$ cat config.mk
export PLATFORM = sky130hd
export DESIGN_NAME = sdad_acq_sequencer
export DESIGN_NICKNAME = d
export VERILOG_FILES = /design/src/rtl/sdad_acq_sequencer.sv
export SDC_FILE = /design/constraint.sdc
export NUM_CORES = 1
export LEC_CHECK = 0
export CELL_PAD_IN_SITES_DETAIL_PLACEMENT = 0
export CELL_PAD_IN_SITES_GLOBAL_PLACEMENT = 1
export CORE_ASPECT_RATIO = 1.4
export CORE_MARGIN = 5
export CORE_UTILIZATION = 35
export DETAILED_ROUTE_END_ITERATION = 10
export HOLD_SLACK_MARGIN = 0.02
export PLACE_DENSITY_LB_ADDON = 0.1
export SKIP_LAST_GASP = 1
export SYNTH_ARGS = -nofsm -noshare
export SYNTH_HDL_FRONTEND = slang
export SYNTH_SLANG_ARGS = --single-unit
$ cat constraint.sdc
create_clock -name sysClk -period 2.5 [get_ports sysClk]
set_input_delay 0.5 -clock sysClk [delete_from_list [all_inputs] [get_ports sysClk]]
set_output_delay 0.5 -clock sysClk [all_outputs]
set_load 0.05 [all_outputs]
$ cat src/rtl/sdad_acq_sequencer.sv
// Sigma-delta ADC conversion sequencer: paces the modulator, drives the feedback bit and
// decimates ones-counts into samples. Optional macro SDAD_SEQ_OVERRUN_EN keeps a pending sample.
module sdad_acq_sequencer #(
    parameter int OSR_LOG2 = 8,
    parameter int DIV      = 4,
    parameter int SETTLE_N = 16,
    parameter int SAMPLE_W = OSR_LOG2 + 1
) (
    input  logic                sysClk,
    input  logic                sysRst,
    input  logic                start,
    input  logic                continuous,
    input  logic                bitIn,
    output logic                fbOut,
    output logic [SAMPLE_W-1:0] dataOut,
    output logic                dataValid,
    input  logic                dataReady,
    output logic                busy,
    output logic                overrun
);

    localparam int DIV_W = (DIV > 1) ? $clog2(DIV) : 1;
    localparam int SET_W = $clog2(SETTLE_N + 1);

    localparam logic [DIV_W-1:0]    DIV_LAST = DIV_W'(DIV - 1);
    localparam logic [DIV_W-1:0]    DIV_ONE  = DIV_W'(1);
    localparam logic [SET_W-1:0]    SET_LAST = SET_W'(SETTLE_N - 1);
    localparam logic [SET_W-1:0]    SET_ONE  = SET_W'(1);
    localparam logic [OSR_LOG2-1:0] INT_LAST = '1;
    localparam logic [OSR_LOG2-1:0] INT_ONE  = OSR_LOG2'(1);

    typedef enum logic [1:0] {IDLE, SETTLE, INTEGRATE} state_t;

    state_t              state;
    logic [DIV_W-1:0]    div_cnt;
    logic [SET_W-1:0]    settle_cnt;
    logic [OSR_LOG2-1:0] int_cnt;
    logic [SAMPLE_W-1:0] acc_p0;
    logic [SAMPLE_W-1:0] res_p1;
    logic                vld_p1;
    logic                strobe;

    assign strobe = (div_cnt == DIV_LAST);

    // acc holds at most 2**OSR_LOG2 in SAMPLE_W bits, so this add never wraps
    function automatic logic [SAMPLE_W-1:0] acc_step(input logic [SAMPLE_W-1:0] acc,
                                                     input logic b);
        return acc + SAMPLE_W'(b);
    endfunction

`ifndef SDAD_SEQ_OVERRUN_EN
    assign overrun = 1'b0;
`endif

    always_ff @(posedge sysClk) begin
        if (sysRst) begin
            state      <= IDLE;
            div_cnt    <= '0;
            settle_cnt <= '0;
            int_cnt    <= '0;
            acc_p0     <= '0;
            res_p1     <= '0;
            vld_p1     <= 1'b0;
            fbOut      <= 1'b0;
            dataOut    <= '0;
            dataValid  <= 1'b0;
            busy       <= 1'b0;
`ifdef SDAD_SEQ_OVERRUN_EN
            overrun    <= 1'b0;
`endif
        end else begin
            // Stage p0: strobe pacing, settle discard and ones accumulation
            vld_p1 <= 1'b0;
            case (state)
                IDLE: begin
                    fbOut      <= 1'b0;
                    div_cnt    <= '0;
                    settle_cnt <= '0;
                    int_cnt    <= '0;
                    acc_p0     <= '0;
                    if (start) begin
                        state <= SETTLE;
                        busy  <= 1'b1;
`ifdef SDAD_SEQ_OVERRUN_EN
                        overrun <= 1'b0;
`endif
                    end
                end
                SETTLE: begin
                    div_cnt <= strobe ? '0 : div_cnt + DIV_ONE;
                    if (strobe) begin
                        fbOut <= bitIn;
                        if (settle_cnt == SET_LAST) begin
                            settle_cnt <= '0;
                            int_cnt    <= '0;
                            acc_p0     <= '0;
                            state      <= INTEGRATE;
                        end else begin
                            settle_cnt <= settle_cnt + SET_ONE;
                        end
                    end
                end
                INTEGRATE: begin
                    div_cnt <= strobe ? '0 : div_cnt + DIV_ONE;
                    if (strobe) begin
                        fbOut   <= bitIn;
                        int_cnt <= int_cnt + INT_ONE;
                        if (int_cnt == INT_LAST) begin
                            res_p1 <= acc_step(acc_p0, bitIn);
                            vld_p1 <= 1'b1;
                            acc_p0 <= '0;
                            if (!continuous) begin
                                state <= IDLE;
                                busy  <= 1'b0;
                            end
                        end else begin
                            acc_p0 <= acc_step(acc_p0, bitIn);
                        end
                    end
                end
                default: begin
                    state <= IDLE;
                    busy  <= 1'b0;
                end
            endcase

            // Stage p1: publish the finished sample through the valid/ready hand-off
            if (vld_p1) begin
`ifdef SDAD_SEQ_OVERRUN_EN
                if (dataValid && !dataReady) begin
                    overrun <= 1'b1;
                end else begin
                    dataOut   <= res_p1;
                    dataValid <= 1'b1;
                end
`else
                dataOut   <= res_p1;
                dataValid <= 1'b1;
`endif
            end else if (dataValid && dataReady) begin
                dataValid <= 1'b0;
            end
        end
    end

endmodule
==> run metrics <==
Ant. Diodes 0; Die X just under 80 um; status finished clean; GR peak layer met2; sequential area share after synthesis 0.417; DR vias roughly 2.0k; syn_area_per_cell between 8 and 9 um2; min setup slack post-route 375 ps; Post-synth EDFFs 0; flop2flop setup slack approximately 380 ps; Syn Nets around 280; largest net degree at the start of global routing 36; area grow syn2layout 16.3%; Place WS about 220 ps; CP max FO 6; Syn Inst Count 263; Clock Sinks 48; top cell type's share of synthesized area 0.417; TritonCTS clock tree built; final setup fails 0; adder-cell share of the synthesized area 0.0543; Clock Latency Late Sink ~300 ps; post-route ant nets 0; post-layout min period 2120 ps; H-tree depth 2; global placer's final weighted congestion ~0.75; mux share of post-synthesis cell area 0.0608; XOR/XNOR Fraction of Synth Area 0.00380; Simple-Gate Fraction of Synth Area 0.222; Worst-Margin Slew 637 ps; CTS hold repair buffers 0; RSZ-0062 raised after global routing false; Total Nets Final 298; #FFs+latches synth 48; setup TNS 0 ps; min-delay src res_p1[7]$_SDFFE_PP0P_; final cell count without fillers 357; most area-hungry cell type in the Yosys netlist dfxtp_1; Worst-path clk slew 90 ps; total gr overflow 0; GRT Util Overall 0.140; synth unique cells 43; TritonCTS Buffers 5; Startpoint Class flip-flop; R2R Path Start int_cnt[0]$_SDFFE_PP0P_; first-pass GRT wire length 9.18 mm; Die Ht 106 um; clk_skew around 4.3 ps; worst path arrival time 2340 ps; full die area 8330 um2; cell chosen for the clock root clkbuf_8; DRC violations left 0; layout cells sized above 1 0.0742; core box area 6530 um2; Placed Instances 349; total power roughly 1.6 mW; cts repair resizes 0; Worst Setup Path Type reg -> reg; Main synth FF type dfxtp_1; M1 GR Usage 0.172; Ys Warns 0; Leak 0.928 nW; Final Hold Violating Endpoints 0; largest family of logic cells by synthesized area simple AND/OR/NAND/NOR gates; compound-cell area share of the yosys netlist 0.205; fin crit share 0.850; maximum clock rate around 470 MHz; synth top area cells dfxtp_1 (42%), mux2i_1 (6.1%), ha_1 (5.4%); initial drt markers 85; wire length per cell 15.4 um; routed vias/inst 5.50; Slew Viols, Final 0; number of global-route vias before repair 1850; met2 Use GR 0.242; worst path required time between 2000 and 3000 ps; dpl hpwl 3.92 mm; Initial Util 0.353; I/O pin cnt 19; endpoint class of the critical path flip-flop; Pre-antenna DRT Iters 4; Core Util, Final 0.411; worst min path class reg -> reg; beginning of the critical path int_cnt[0]$_SDFFE_PP0P_; Post-CTS Setup Bufs 0; number of port buffers 17; row count 35; met3 usage 0.0271; final WL 5.50 mm; cell area after synthesis around 2300 um2; Max-Slew Margin vs Limit 0.575; CTS Buffer Depth 2; maxcap violations 0; Synth async-reset ratio 0; antenna violations before repair 0; Power Density 583 nW/um2; Max VDD drop 0.338 mV
-- kinds of logic (layout without fill, tap and decap cells) --
kind of cell             after synthesis  count (layout)
AND/OR/NAND/NOR                      100             100
AO/OA/AOI/OAI                         69              69
flip-flops                            48              48
buffers and inverters                 20              40
multiplexers                          14              14
adder cells (fa/ha/maj)               10              10
other                                  1               1
XOR/XNOR                               1               1
-- registers in the layout, summed over array words and instances, names as in the netlist --
signal / cells
dataValid: 1
busy: 1
fbOut: 1
div_cnt: 2
vld_p1: 1
acc_p0: 9
settle_cnt: 5
int_cnt: 8
res_p1: 9
dataOut: 9
state: 2
-- area by class of cell --
cell class	instances	area, um2
Clock inverter	2	10.0
Tap cell	74	92.6
Sequential cell	48	961
Multi-Input combinational cell	195	1270
Fill cell	674	3840
Timing Repair Buffer	25	243
Clock buffer	6	82.6
Inverter	7	26.3
-- final timing paths --
| path | end | depth (start not counted) |
|---|---|---|
| worst max-delay path | state[1]$_SDFFE_PP0P_ | 5 |
| worst min-delay path | res_p1[7]$_SDFFE_PP0P_ | 2 |
| worst max register to register | state[1]$_SDFFE_PP0P_ | 5 |
| worst min register to register | res_p1[7]$_SDFFE_PP0P_ | 2 |
-- worst max-delay path, stage by stage, from the launching register on --
cell      delay [ps]
dfxtp_1          430
ha_1             310
nand4_2          170
o41a_1           440
or4_1            470
a211oi_1         230
-- cell usage after synthesis (all sizes together), types with 2 or more instances --
library cell  count
a211oi            8
a21o              5
a21oi            18
a311oi            8
a32oi             3
a41oi             3
and3              4
and4              2
buf               4
clkbuf            9
dfxtp            48
ha               10
inv               7
mux2i            14
nand2            18
nand2b            9
nand3             8
nand3b            3
nand4             6
nor2             29
nor2b             7
nor3              6
o211ai            3
o21a              4
o21ai            10
or2               2
or3               2
-- metrics by stage --
step / hold slack, ps / instance area (um2)
6_report: 475 / 2680
5_1_grt: 499 / 2680
4_1_cts: 481 / 2680
3_5_place_dp: 466 / 2590
3_3_place_gp: 464 / 2590
2_1_floorplan: 450 / 2310
-- power breakdown --
part / total, mW / switching [mW] / internal [mW]
clock network: 0.480 / 0.259 / 0.221
logic: 0.289 / 0.183 / 0.105
registers: 0.795 / 0.0143 / 0.780
total: 1.56 / 0.456 / 1.11
-- routing by layer --
| layer | vias up | share of wire |
|---|---|---|
| met5 | - | 0 |
| met4 | 0 | 0.015 |
| met2 | 15 | 0.51 |
| met1 | 948 | 0.45 |
| met3 | 6 | 0.020 |
| li1 | 994 | - |
-- placed cells by master, fill, tap and decap left out, types with 4 or more instances in the layout --
cell type | Yosys | routed
dfxtp_1 | 48 | 48
nor2_1 | 29 | 29
nand2_1 | 18 | 18
a21oi_1 | 18 | 18
clkdlybuf4s50_1 | 0 | 17
mux2i_1 | 14 | 14
o21ai_0 | 10 | 10
ha_1 | 10 | 10
nand2b_1 | 9 | 9
nand3_1 | 8 | 8
a311oi_1 | 8 | 8
a211oi_1 | 8 | 8
inv_1 | 7 | 7
nor2b_1 | 7 | 7
buf_4 | 1 | 7
clkbuf_8 | 0 | 6
nand4_1 | 5 | 5
nor3_1 | 6 | 5
a21o_1 | 5 | 5
and3_1 | 4 | 4
o21a_1 | 4 | 4
No activity file was read; power rests on OpenSTA's default activity.
